### config.mk
export PLATFORM = sky130hd
export DESIGN_NAME = imem_loader
export DESIGN_NICKNAME = d
export VERILOG_FILES = /design/src/rtl/imem_loader_pkg.sv /design/src/rtl/imem_word_packer.sv /design/src/rtl/imem_loader.sv
export SDC_FILE = /design/constraint.sdc
export NUM_CORES = 1
export LEC_CHECK = 0
export CAP_MARGIN = 10
export CORE_UTILIZATION = 50
export DETAILED_ROUTE_END_ITERATION = 6
export HOLD_SLACK_MARGIN = 0.02
export PLACE_DENSITY = 0.75
export SLEW_MARGIN = 20
export SYNTH_ARGS = -nofsm -noshare
export SYNTH_HDL_FRONTEND = slang
export SYNTH_SLANG_ARGS = --single-unit
### constraint.sdc
create_clock -name clk -period 2.22 [get_ports clk]
set_clock_uncertainty 0.05 [all_clocks]
set_input_delay 0.444 -clock clk [delete_from_list [all_inputs] [get_ports clk]]
set_output_delay 0.444 -clock clk [all_outputs]
set_load 0.005 [all_outputs]
### src/rtl/imem_loader_pkg.sv
// Shared constants for the instruction-memory loader: FSM state encodings,
// error codes and stream framing.
package imem_loader_pkg;

    typedef logic [2:0] state_t;

    localparam state_t S_IDLE = 3'd0;
    localparam state_t S_LEN0 = 3'd1;
    localparam state_t S_LEN1 = 3'd2;
    localparam state_t S_DATA = 3'd3;
    localparam state_t S_CHK  = 3'd4;
    localparam state_t S_FILL = 3'd5;
    localparam state_t S_DONE = 3'd6;

    localparam logic [1:0] ERR_OK  = 2'd0;
    localparam logic [1:0] ERR_LEN = 2'd1;
    localparam logic [1:0] ERR_CHK = 2'd2;

    localparam int BYTES_PER_WORD = 4;

endpackage

### src/rtl/imem_word_packer.sv
// Little-endian byte-to-word assembler: bytes enter at the top and shift down,
// so the first byte of a word ends up in bits [7:0].
module imem_word_packer
    import imem_loader_pkg::*;
#(
    parameter int DATA_W = 32
) (
    input  logic              clk,
    input  logic              rst,
    input  logic              clear,
    input  logic              byte_en,
    input  logic [7:0]        byte_in,
    output logic              word_last,
    output logic [DATA_W-1:0] word,
    output logic              word_valid
);

    logic [1:0] cnt;

    // High while the byte being accepted completes a word.
    assign word_last = byte_en && (cnt == 2'(BYTES_PER_WORD - 1));

    always_ff @(posedge clk) begin
        if (rst) begin
            cnt        <= '0;
            word       <= '0;
            word_valid <= 1'b0;
        end else begin
            word_valid <= word_last;
            if (clear) begin
                cnt <= '0;
            end else if (byte_en) begin
                cnt <= cnt + 2'd1;
            end
            if (byte_en) begin
                word <= {byte_in, word[DATA_W-1:8]};
            end
        end
    end

endmodule

### src/rtl/imem_loader.sv
// Streams a length-prefixed, checksummed program image into instruction RAM,
// zero-fills the remainder and holds the CPU until a load succeeds.
module imem_loader
    import imem_loader_pkg::*;
#(
    parameter int ADDR_W = 10,
    parameter int DATA_W = 32
) (
    input  logic              clk,
    input  logic              rst,
    input  logic              start,
    input  logic              in_valid,
    input  logic [7:0]        in_data,
    output logic              in_ready,
    output logic              mem_we,
    output logic [ADDR_W-1:0] mem_addr,
    output logic [DATA_W-1:0] mem_wdata,
    output logic              cpu_hold,
    output logic              busy,
    output logic              done,
    output logic [1:0]        err
);

    localparam logic [ADDR_W:0] DEPTH    = {1'b1, {ADDR_W{1'b0}}};
    localparam logic [ADDR_W:0] ONE      = {{ADDR_W{1'b0}}, 1'b1};
    localparam logic [ADDR_W:0] LAST_IDX = DEPTH - ONE;

    state_t            state;
    logic [7:0]        len_lo;
    logic [15:0]       len16;
    logic [ADDR_W:0]   n;
    logic [ADDR_W:0]   idx;
    logic [ADDR_W:0]   idx_next;
    logic [7:0]        sum;
    logic              xfer;
    logic              idle_like;
    logic              pack_en;
    logic              pack_clear;
    logic              word_last;
    logic              word_valid;
    logic [DATA_W-1:0] word;

    assign idle_like  = (state == S_IDLE) || (state == S_DONE);
    assign in_ready   = (state == S_LEN0) || (state == S_LEN1) ||
                        (state == S_DATA) || (state == S_CHK);
    assign busy       = !idle_like;
    assign xfer       = in_valid && in_ready;
    assign pack_en    = xfer && (state == S_DATA);
    assign pack_clear = start && idle_like;
    assign len16      = {in_data, len_lo};
    assign idx_next   = word_valid ? (idx + ONE) : idx;

    // idx doubles as the write address: it names the word being written this cycle.
    assign mem_we    = word_valid || (state == S_FILL);
    assign mem_addr  = idx[ADDR_W-1:0];
    assign mem_wdata = (state == S_FILL) ? '0 : word;

    imem_word_packer #(
        .DATA_W(DATA_W)
    ) u_packer (
        .clk        (clk),
        .rst        (rst),
        .clear      (pack_clear),
        .byte_en    (pack_en),
        .byte_in    (in_data),
        .word_last  (word_last),
        .word       (word),
        .word_valid (word_valid)
    );

    always_ff @(posedge clk) begin
        if (rst) begin
            state    <= S_IDLE;
            len_lo   <= '0;
            n        <= '0;
            idx      <= '0;
            sum      <= '0;
            cpu_hold <= 1'b0;
            err      <= ERR_OK;
            done     <= 1'b0;
        end else begin
            done <= 1'b0;
            if (word_valid || (state == S_FILL)) begin
                idx <= idx + ONE;
            end
            case (state)
                S_IDLE, S_DONE: begin
                    if (start) begin
                        state    <= S_LEN0;
                        cpu_hold <= 1'b1;
                        err      <= ERR_OK;
                        idx      <= '0;
                        sum      <= '0;
                    end
                end
                S_LEN0: begin
                    if (xfer) begin
                        len_lo <= in_data;
                        state  <= S_LEN1;
                    end
                end
                S_LEN1: begin
                    if (xfer) begin
                        if (len16 > 16'(DEPTH)) begin
                            state <= S_DONE;
                            err   <= ERR_LEN;
                            done  <= 1'b1;
                        end else begin
                            n     <= len16[ADDR_W:0];
                            state <= (len16 == 16'd0) ? S_CHK : S_DATA;
                        end
                    end
                end
                S_DATA: begin
                    // Leave on the final byte so the write cycle can already accept CHK.
                    if (xfer) begin
                        sum <= sum + in_data;
                        if (word_last && ((idx + ONE) == n)) begin
                            state <= S_CHK;
                        end
                    end
                end
                S_CHK: begin
                    if (xfer) begin
                        if (in_data == sum) begin
                            if (idx_next == DEPTH) begin
                                state    <= S_DONE;
                                done     <= 1'b1;
                                cpu_hold <= 1'b0;
                            end else begin
                                state <= S_FILL;
                            end
                        end else begin
                            state <= S_DONE;
                            err   <= ERR_CHK;
                            done  <= 1'b1;
                        end
                    end
                end
                S_FILL: begin
                    if (idx == LAST_IDX) begin
                        state    <= S_DONE;
                        done     <= 1'b1;
                        cpu_hold <= 1'b0;
                    end
                end
                default: state <= S_IDLE;
            endcase
        end
    end

endmodule
Word level (Yosys, flattened, before mapping) --
Cells that the tools add are included. Widths: inputs -> output; s select.
Operators by class: $add $sub $neg 3, magnitude comparators 1, bitwise logic cells 1, equality and inequality tests 22, muxes and demuxes 39, reduce and logical (&&, ||, !) cells 24
Operators by type and width (number):
- $mux 11 | 4
- $mux 32 | 1
- $mux 3 | 10
- $pmux 3 s6 | 1
- $gt 16x11->1 const B | 1
- $logic_not 16->1 | 1
- $mux 8 | 2
- $pmux 8 s2 | 1
- $mux 2 | 6
- $ne 2x2->1 const B | 6
- $reduce_and 6->1 | 2
- $add 11x1->11 const B | 1
- $eq 11x10->1 const B | 1
- $eq 11x11->1 | 1
- $eq 11x11->1 const B | 1
- $mux 1 | 11
- $ne 2x1->1 const B | 5
- $eq 3x3->1 const B | 3
- $add 8x8->8 | 1
- $eq 8x8->1 | 1
- $reduce_and 7->1 | 1
- $eq 3x2->1 const B | 2
- $pmux 1 s3 | 2
- $pmux 2 s3 | 1
- 13 further kinds | 24
Storage, ports and cells: output and inout port bits 49, bits of input ports 12, logic and storage cells 101, bits in registers 80

Longest topological paths before layout --
Gate-level depths: netlist (run 1).
depth in word-level cells 11, depth in mapped cells 9, depth with buffers taken out 9

Hierarchy --
From an unflattened synthesis (run 1), not the netlist that was laid out.
Second synthesis, totals: cells, all modules 501, area total of the unflattened synthesis 4360.4 µm²
By module, submodules not included:
- imem_loader | instances 1, area each 3074.2 µm², sequential area each 900.9 µm², cells an instance 387
- imem_word_packer | instances 1, area each 1286.2 µm², sequential area each 700.7 µm², cells an instance 114

Worst setup path after synthesis (run 1) --
Ideal clock, no wire load.
path type reg2reg, from register idx[1], to register done, data required time 2096 ps, arrival time 2203 ps, path buffers 0, stages on the path, launching flop included 8, clock period less this slack 2327 ps, library setup time 74 ps, setup slack -107 ps, cell sequence dfxtp_1 > ha_1 > nand3_1 > o311ai_0 > o211ai_1 > or4b_4 > a2111o_1 > a31oi_1
Between the ends: word-level cells in the longest chain between the ends 7, elaborated cells on any way between the ends 9, classes of those cells add/sub (1); eq/ne (2); mux (6)
Ends and longest elaborated chain:
- start: declaration | line imem_loader.sv:32 | logic [ADDR_W:0] idx;
- start signal: assignment | line imem_loader.sv:84 | idx <= idx + ONE;
- $add 11x1->11 | line imem_loader.sv:51 | assign idx_next = word_valid ? (idx + ONE) : idx;
- $mux 11 | line imem_loader.sv:51
- $eq 11x11->1 | line imem_loader.sv:126 | if (idx_next == DEPTH) begin
- $mux 1 | line imem_loader.sv:126
- $mux 1 | line imem_loader.sv:125 | if (in_data == sum) begin
- $mux 1 | line imem_loader.sv:124 | if (xfer) begin
- $pmux 1 s3 * | line imem_loader.sv:86 | case (state)
- end signal: assignment | line imem_loader.sv:82 | done <= 1'b0;
- end signal: assignment | line imem_loader.sv:128 | done <= 1'b1;
- end signal: assignment | line imem_loader.sv:136 | done <= 1'b1;
- end: declaration | line imem_loader.sv:20 | output logic done,
Every way passes the cells marked *; elsewhere a longest branch is shown, timed or not. A chain may end at the register's enable or synchronous reset.

Final worst setup path (run 1) --
from register idx[2], to register done
Same word-level chain as after synthesis.

==> results of run 1 <==
-- flip-flops by register name, summed over array words and instances (netlist names) --
register / flops
state: 3
u_packer.cnt: 2
cpu_hold: 1
len_lo: 8
err: 2
u_packer.word: 32
sum: 8
u_packer.word_valid: 1
done: 1
idx: 11
n: 11
-- final cells by class --
cell class | count | area, sq um
Inverter | 13 | 48.8
Tap cell | 105 | 131
Fill cell | 620 | 2350
Timing Repair Buffer | 146 | 1300
Clock inverter | 7 | 110
Clock buffer | 9 | 124
Sequential cell | 80 | 1620
Multi-Input combinational cell | 409 | 2620
-- cell usage in the layout (no fill, tap or decap), types with 3 or more instances in the layout --
cell type	count
nand2b_1	10
nand2_1	89
and2_1	33
buf_6	5
and3_1	3
a211oi_1	3
xnor2_1	23
clkdlybuf4s15_1	3
a21oi_2	4
dfxtp_4	4
ha_4	4
buf_4	79
inv_1	13
mux2i_1	21
a22oi_1	3
ha_1	4
a21oi_1	48
inv_6	3
dlygate4sd2_1	23
nor2_1	50
clkdlybuf4s50_1	19
o21ai_1	3
nor3_1	9
o21ai_0	5
a21o_1	3
nand3_1	17
nor2b_4	3
nand4_1	8
dfxtp_2	3
clkbuf_8	9
dlymetal6s2s_1	14
nor4_1	3
dfxtp_1	73
nor3_2	3
nand3b_1	5
a31oi_1	3
xor2_1	10
-- timing repair --
item	in CTS	in global routing
buffers inserted	8	5
gates cloned	1	0
endpoints found under the setup margin	43	22
gates resized for setup	61	36
pin swaps	9	9
-- worst max-delay path: cells and delay by family (launching register included) --
kind               cells  cell delay [ps]
AOI/OAI and AO/OA      4              850
DFF                    1              360
and+or+nand+nor        2             1060
-- per-stage QoR --
stage / setup TNS (ps) / hold slack [ps] / instance area (sq um) / setup WS, ps
4_1_cts: -512 / 410 / 5780 / -195
3_3_place_gp: -6140 / 387 / 5380 / -507
6_report: -576 / 390 / 5950 / -183
2_1_floorplan: -43.5 / 382 / 4320 / -43.5
5_1_grt: -930 / 398 / 5950 / -259
3_5_place_dp: -9100 / 396 / 5380 / -519
-- cells by family (layout without fill, tap and decap cells) --
group,count (synthesis),in the layout
AOI/OAI and AO/OA,97,97
buffers and inverters,56,175
xor gates and xnor gates,33,33
adders and majority gates,10,10
and+or+nand+nor,248,248
DFF,80,80
muxes,21,21
-- power breakdown --
| group | switching [mW] | leakage [nW] | internal (mW) |
|---|---|---|---|
| combinational | 0.566 | 1.90 | 0.513 |
| clock | 0.615 | 0.114 | 0.655 |
| sequential | 0.0717 | 0.650 | 1.50 |
-- layer usage --
layer  vias to the layer above  share of wire  track usage
met2                       173           0.49        0.439
met1                      2013           0.42        0.348
met5                         -              0            0
li1                       2086              -            -
met3                        37          0.063       0.0507
met4                         0          0.027        0.116
-- worst max path at each step --
stage / from / slack [ps] / endpoint / cells past startpoint
floorplan: idx[2]$_SDFF_PP0_ / -40 / done$_SDFF_PP0_ / 7
global placement: in_data[1] / -510 / sum[7]$_SDFFE_PP0P_ / 9
detailed placement: in_data[1] / -520 / sum[7]$_SDFFE_PP0P_ / 9
CTS: idx[2]$_SDFF_PP0_ / -200 / done$_SDFF_PP0_ / 6
global route: idx[1]$_SDFF_PP0_ / -260 / state[0]$_SDFFE_PP0P_ / 10
finish: idx[2]$_SDFF_PP0_ / -180 / done$_SDFF_PP0_ / 6
==> metrics.txt, run 1 <==
status finished, violations left; failing checks negative setup slack; Slew @ Worst Pin 631 ps; WHS Endpoint u_packer.word[29]$_SDFFE_PP0P_; Inserted Clock Buffers 9; Placed Instances 739; vias in the first global route 3,917; DP HPWL 8.29 mm; reg2reg end done$_SDFF_PP0_; Post-synth ARST share 0; Post-Synth Adder-Cell Area 0.0307; Post-Route WL 12.4 mm; Final Instance Count excl. Fillers 769; Post-Syn Area 0.00432 sq mm; final core utilization 0.717; diode count 0; core box area 0.00830 sq mm; Worst-path clk slew 90 ps; DR iter-0 viols 545; synth top area cells dfxtp_1, nand2_1, a21oi_1; H-tree depth 3; startpoint types flop; number of detailed-route iterations in the first pass 6; Ys Warns 0; sequential-to-total area share from yosys stat 0.371; RSZ-0062 raised after global routing yes; Initial Utilization 0.521; Die H 95.0 microns; DR vias/cell 5.60; die width 95.0 microns; Slew Limit Headroom 0.579; Setup CP Type flop to flop; Fin. Hold Viols 0; worst path cell trace or4_4, o22ai_2, o211ai_1, or4b_4, a2111o_1, a31oi_2; Yosys reg bits 80; area delta synth->final 37.8%; Avg Cell Area, Syn 7.93 sq um; FMAX 0.416 GHz; mux cell area share after synthesis 0.0487; Post-Synth XOR/XNOR Area 0.0669; r2r setup slk -180 ps; full die area 0.00902 sq mm; layout cells sized above 1 0.215; Slowest cell on crit path or4b_4; Yosys top cell area share 0.371; number of remaining DRC errors 0; PD cells 659 mW/mm^2; syn_nets 567; Max IR drop VDD 503 uV; Leak 2.66 nW; HP Class input port to flop; I/O Buffers 60; Nets 681; TritonCTS sink count 80; CP max FO 3; post-layout min period 2400 ps; largest net degree at the start of global routing 45; hold depth 3; Post-Synth Simple-Gate Area 0.280; dominant cell type by area after synthesis dfxtp_1; slowest stage delay, CP 540 ps; final worst setup slack -183 ps; DR vias 4,309; Top Ports 61; clock latency on the worst-skew pair 360 ps; predominant post-synthesis flop cell dfxtp_1; DR WL/cell 16.1 microns; RD Place Congestion 0.871; overall routing resource usage 0.270; hold path start in_data[5]; first-pass GRT wire length 18.6 mm; total gr overflow 0; Final Cycle Share 1.08; hold buffer count at cts 0; most common cell in the netlist nand2_1; root buffer cell clkbuf_8; required time of the critical path 2460 ps; worst flop-to-flop path startpoint idx[2]$_SDFF_PP0_; maximum clock path buffer count 2; Final Max Slew Viols 0; synth cell count leaders nand2_1, dfxtp_1, a21oi_1; CP arrival 2640 ps; Tot Pwr 3.92 mW; Post-synth EDFFs 0; initial antenna violation count 0; TritonCTS clock tree yes; max_cap viols 0; Compound-Gate Fraction of Synth Area 0.139; Netlist cell types 55; main combinational cell family by area after synthesis simple AND/OR/NAND/NOR gates; Detail Route Antenna Nets 0; CP Capture Type flop; Post-Synthesis Cells 545; std cell rows 33; reg2reg path depth 6; Final setup violation count 4
No activity file was read; power rests on OpenSTA's default activity.
==> inputs of run 2 (changes only) <==
Settings changed: PLACE_DENSITY 0.75 to 0.77, SYNTH_HIERARCHICAL set to 1.
==> run 2 against run 1 <==
  * Sequential cell count unchanged
  * The run still ends with negative setup slack left
  * Highest routed layer unchanged
  * Non-clock buffer count shrank 16
  * Largest power group unchanged
  * Wire length is 8.5% lower
==> metrics.txt, run 2 <==
core box area 0.00834 sq mm; crit path from idx[1]$_SDFF_PP0_; Yosys reg bits 80; status finished, violations left; total gr overflow 0; DR WL/cell 15.9 microns; area delta synth->final 33.3%; Nets 622; Biggest register u_packer/word; largest net degree at the start of global routing 45; Post-synth ARST share 0; biggest regs u_packer/word: 32 flops, idx: 11 flops, n: 11 flops; CP max FO 7; worst flop-to-flop path startpoint idx[1]$_SDFF_PP0_; Avg Cell Area, Syn 8.70 sq um; sequential-to-total area share from yosys stat 0.367; TritonCTS clock tree yes; FMAX 0.444 GHz; RD Place Congestion 0.901; syn_nets 523; required time of the critical path 2420 ps; Final Max Slew Viols 0; Leak 2.52 nW; CP arrival 2460 ps; Post-Synthesis Cells 501; DR iter-0 viols 228; hold buffer count at cts 0; Worst Setup EP state[1]$_SDFFE_PP0P_; synth top area cells dfxtp_1, mux2i_1, nor2_1; Post-synth EDFFs 0; Inserted Clock Buffers 9; Detail Route Antenna Nets 0; Initial Utilization 0.523; Yosys top cell area share 0.367; clock latency on the worst-skew pair 370 ps; reg2reg end state[1]$_SDFFE_PP0P_; startpoint types flop; Final setup violation count 1; layout cells sized above 1 0.223; Slew @ Worst Pin 655 ps; Final Cycle Share 1.02; Fin. Hold Viols 0; Worst-path clk slew 90 ps; vias in the first global route 3,675; number of detailed-route iterations in the first pass 5; TritonCTS sink count 80; Post-Route WL 11.3 mm; initial antenna violation count 0; Setup CP Type flop to flop; Max IR drop VDD 403 uV; PD cells 681 mW/mm^2; diode count 0; Ys Warns 6; failing checks negative setup slack; std cell rows 33; RSZ-0062 raised after global routing yes; full die area 0.00910 sq mm; predominant post-synthesis flop cell dfxtp_1; synth cell count leaders dfxtp_1, nor2_1, mux2i_1; root buffer cell clkbuf_8; final worst setup slack -34.7 ps; r2r setup slk -30 ps; Placed Area 0.00529 sq mm; most frequent cells in the layout nor2_1, dfxtp_1, buf_4; Post-Syn Area 0.00436 sq mm; Die H 95.4 microns; post-route cell area 0.00581 sq mm; most common cell after layout, fill and taps aside nor2_1; first-pass GRT wire length 17.8 mm; CP Capture Type flop; Top Ports 61; DR vias 3,930; Netlist cell types 56; max_cap viols 0; H-tree depth 3; Slew Limit Headroom 0.563; HP Class flop to flop; DP HPWL 7.65 mm; maximum clock path buffer count 2; overall routing resource usage 0.255; Post-Place Setup Slack -591 ps; post-layout min period 2250 ps; dominant cell type by area after synthesis dfxtp_1; die width 95.4 microns; number of remaining DRC errors 0; reg2reg path depth 8; max reg flops 32; I/O Buffers 60; DR vias/cell 5.54
[run 2: changes by cell type after synthesis, moves of 4 or more]
| cell | before | now |
|---|---|---|
| nand4_1 | 8 | 4 |
| nand2_1 | 90 | 28 |
| nand2b_1 | 10 | 3 |
| inv_1 | 13 | 7 |
| a21oi_1 | 52 | 25 |
| nor2_1 | 51 | 80 |
| xor2_1 | 10 | 15 |
| a31oi_1 | 4 | 0 |
| clkbuf_1 | 23 | 12 |
| nand3b_1 | 5 | 1 |
| mux2i_1 | 21 | 53 |
[run 2: cell type report]
class / count / area, sq um
Timing Repair Buffer: 130 / 1160
Clock buffer: 9 / 124
Multi-Input combinational cell: 371 / 2640
Sequential cell: 80 / 1620
Clock inverter: 7 / 109
Inverter: 8 / 31.3
Tap cell: 105 / 131
Fill cell: 639 / 2530
[run 2: cells by family (layout without fill, tap and decap cells)]
logic type,count (synthesis),after routing,share of synthesized area
and+or+nand+nor,206,206,0.230
DFF,80,80,0.367
AOI/OAI and AO/OA,66,66,0.0990
muxes,53,53,0.122
buffers and inverters,50,154,0.0755
xor gates and xnor gates,36,36,0.0766
adders and majority gates,10,10,0.0304
[run 2: critical path: stages, from the launching register on]
cell,delay [ps]
dfxtp_4,370
buf_6,140
and4_4,180
a211oi_1,320
a311oi_1,120
nor4_2,260
o2111ai_1,160
a31o_1,270
o31a_1,280
[run 2: worst min path at each step]
stage                        start                  end  cells after the start
2_1_floorplan  sum[2]$_SDFFE_PP0P_  sum[2]$_SDFFE_PP0P_                      2
3_3_place_gp   sum[3]$_SDFFE_PP0P_  sum[3]$_SDFFE_PP0P_                      2
3_5_place_dp   sum[0]$_SDFFE_PP0P_  sum[0]$_SDFFE_PP0P_                      2
4_1_cts        sum[0]$_SDFFE_PP0P_  sum[0]$_SDFFE_PP0P_                      2
5_1_grt        sum[2]$_SDFFE_PP0P_  sum[2]$_SDFFE_PP0P_                      2
6_report       err[1]$_SDFFE_PP0P_  err[1]$_SDFFE_PP0P_                      2
[run 2: power by group]
group | leakage (nW) | internal [mW] | switching [mW]
Clock | 0.119 | 0.661 | 0.615
Sequential | 0.650 | 1.51 | 0.0691
Combinational | 1.75 | 0.536 | 0.564
[run 2: metal layers]
metal  global-route usage  up-vias  share of wire
met3               0.0502       33          0.043
met4               0.0833        0          0.025
met2                0.437      121           0.50
met5                    0        -              0
li1                     -     1910              -
met1                0.320     1866           0.44
[run 2: repair_timing]
action                     4_1_cts  5_1_grt
gates cloned                     1        1
setup buffers                    4        5
resized for setup               57       40
pin swaps                        3       23
setup endpoints to repair       41       12
[run 2: metrics by stage]
stage / hold WS [ps] / TNS, ps / total power, mW / cells / utilization
after global placement: 404 / -3920 / 2.58 / 683 / 0.634
after CTS: 438 / -56.6 / 3.91 / 704 / 0.671
final: 437 / -34.7 / 3.96 / 710 / 0.697
after global routing: 464 / -376 / 4.14 / 710 / 0.697
after floorplan: 397 / 0 / 2.22 / 501 / -
after detailed placement: 422 / -5360 / 2.60 / 683 / 0.634
==> inputs of run 3 (changes only) <==
Settings changed: CTS_CLUSTER_SIZE set to 25, GPL_TIMING_DRIVEN set to 0.
==> run 3 against run 2 <==
  * The run still ends with negative setup slack left
  * Via count about the same
  * Highest routed layer unchanged
  * Critical path type unchanged
  * Largest power group unchanged
  * Wire length increased by 1.2%
  * Sequential cell count unchanged
  * Worst setup slack got worse by 10 ps
  * Critical endpoint unchanged
  * Cell count decreased by 0.56%
  * Cell area decreased by 1.0%
  * Global-route usage increased by 0.58 points
  * Core utilization decreased by 0.71 points
  * Total power decreased by 2.7%
  * Sequential share of layout area increased by 0.41 points
  * Clock power decreased by 15%
==> metrics.txt, run 3 (same netlist as run 2, synthesis figures left out) <==
Detail Route Antenna Nets 0; reg2reg path depth 8; failing checks negative setup slack; maximum clock path buffer count 2; std cell rows 33; M2 GR Usage 0.423; post-layout min period 2260 ps; CP arrival 2460 ps; FMAX 0.442 GHz; Post-Route WL 11.4 mm; Initial Utilization 0.523; I/O Buffers 59; Biggest register u_packer/word; vias in the first global route 3,769; hold path start rst; required time of the critical path 2420 ps; Fin Setup TNS -81.8 ps; number of detailed-route iterations in the first pass 4; core box area 0.00834 sq mm; Final setup violation count 2; die width 95.4 microns; root buffer cell clkbuf_8; Nets 618; Slowest cell on crit path dfxtp_4; HP Class input port to flop; Top Ports 61; max reg flops 32; hold depth 2; grt peak-use layer met2; RD Place Congestion 0.874; worst path cell trace ha_4, and3_4, a311oi_2, a211oi_1, nor4_2, o2111ai_2, a31o_1, o31a_1; Inserted Clock Buffers 9; Fill cells 675; startpoint types flop; met3 usage 0.0375; Placed Instances 665; initial antenna violation count 0; Final Max Slew Viols 0; DR WL/cell 16.2 microns; Final Instance Count excl. Fillers 706; Leak 2.43 nW; most common cell after layout, fill and taps aside nor2_1; Slew Limit Headroom 0.666; DR vias 3,928; most frequent cells in the layout nor2_1, dfxtp_1, mux2i_1; WHS Endpoint u_packer/word_valid$_SDFF_PP0_; RSZ-0062 raised after global routing yes; Crit path max-delay family compound AO/OA/AOI/OAI gates; area delta synth->final 31.9%; Slew @ Worst Pin 500 ps; clock latency on the worst-skew pair 360 ps; CP max FO 5; Placed Area 0.00512 sq mm; largest net degree at the start of global routing 15; full die area 0.00910 sq mm; DP HPWL 7.54 mm; reg2reg end state[1]$_SDFFE_PP0P_; biggest regs u_packer/word: 32 flops, idx: 11 flops, n: 11 flops; status finished, violations left; post-route cell area 0.00575 sq mm; diode count 0; Post-Place Setup Slack -812 ps; TritonCTS sink count 80; TritonCTS clock tree yes; Setup CP Type flop to flop; Worst-path clk slew 90 ps; final worst setup slack -44.8 ps; DR vias/cell 5.56; H-tree depth 3; overall routing resource usage 0.261; Final Cycle Share 1.02; layout cells sized above 1 0.258; Fin. Hold Viols 0; total gr overflow 0; slowest stage delay, CP 370 ps; Die H 95.4 microns; worst flop-to-flop path startpoint idx[0]$_SDFF_PP0_; PD cells 669 mW/mm^2; CP Capture Type flop; Max IR drop VDD 361 uV; first-pass GRT wire length 18.2 mm; max_cap viols 0; hold buffer count at cts 0; M1 GR Usage 0.337; Bufs and invs on worst path 0; DR iter-0 viols 281; number of remaining DRC errors 0; r2r setup slk -40 ps
[run 3: cell types whose count changed in the layout (fill, tap and decap cells not counted), sizes merged, moves of 4 or more]
cell,previous run,this run
dlymetal6s2s,3,7
buf,70,60
clkdlybuf4s50,22,15
clkbuf,13,42
dlygate4sd2,31,10
inv,12,8
[run 3: power breakdown]
part           switching, mW  internal (mW)  leakage (nW)  total [mW]
clock network          0.564          0.526        0.0968        1.09
logic                  0.604          0.561          1.68        1.17
registers             0.0765           1.52         0.651        1.60
[run 3: routing by layer]
layer / share of wire / up-vias
li1: - / 1893
met1: 0.45 / 1878
met2: 0.48 / 122
met3: 0.044 / 35
met4: 0.029 / 0
met5: 0 / -
[run 3: worst max path at each step]
stage / cells past startpoint / startpoint / to / slack (ps)
floorplan: 11 / state[1]$_SDFFE_PP0P_ / state[1]$_SDFFE_PP0P_ / 10
global placement: 10 / in_valid / state[1]$_SDFFE_PP0P_ / -790
detailed placement: 10 / in_valid / state[1]$_SDFFE_PP0P_ / -810
CTS: 5 / state[2]$_SDFFE_PP0P_ / mem_we / -170
global route: 8 / idx[0]$_SDFF_PP0_ / state[2]$_SDFFE_PP0P_ / -140
finish: 8 / idx[0]$_SDFF_PP0_ / state[1]$_SDFFE_PP0P_ / -40
[run 3: layout make-up]
cell class / instances / area (sq um) / share of cell area
timing repair buffer: 87 / 707 / 0.123
sequential: 80 / 1620 / 0.282
clock inverter: 6 / 68.8 / 0.0120
multi-input combinational: 371 / 2700 / 0.470
inverter: 8 / 37.5 / 0.00653
clock buffer: 10 / 128 / 0.0222
tap: 105 / 131 / 0.0228
buffer: 39 / 354 / 0.0616
[run 3: repair_timing]
action                                  in CTS  in global routing
endpoints found under the setup margin      50                 58
setup buffers                               14                 13
gates resized for setup                    125                 66
pin swaps                                    8                  9
gates cloned                                 2                  0
[run 3: metrics by stage]
step / power [mW] / util / hold WS, ps
after global routing: 4.04 / 0.690 / 440
after detailed placement: 2.53 / 0.614 / 417
after floorplan: 2.22 / - / 397
final: 3.85 / 0.690 / 407
after global placement: 2.51 / 0.614 / 405
after CTS: 3.79 / 0.675 / 393
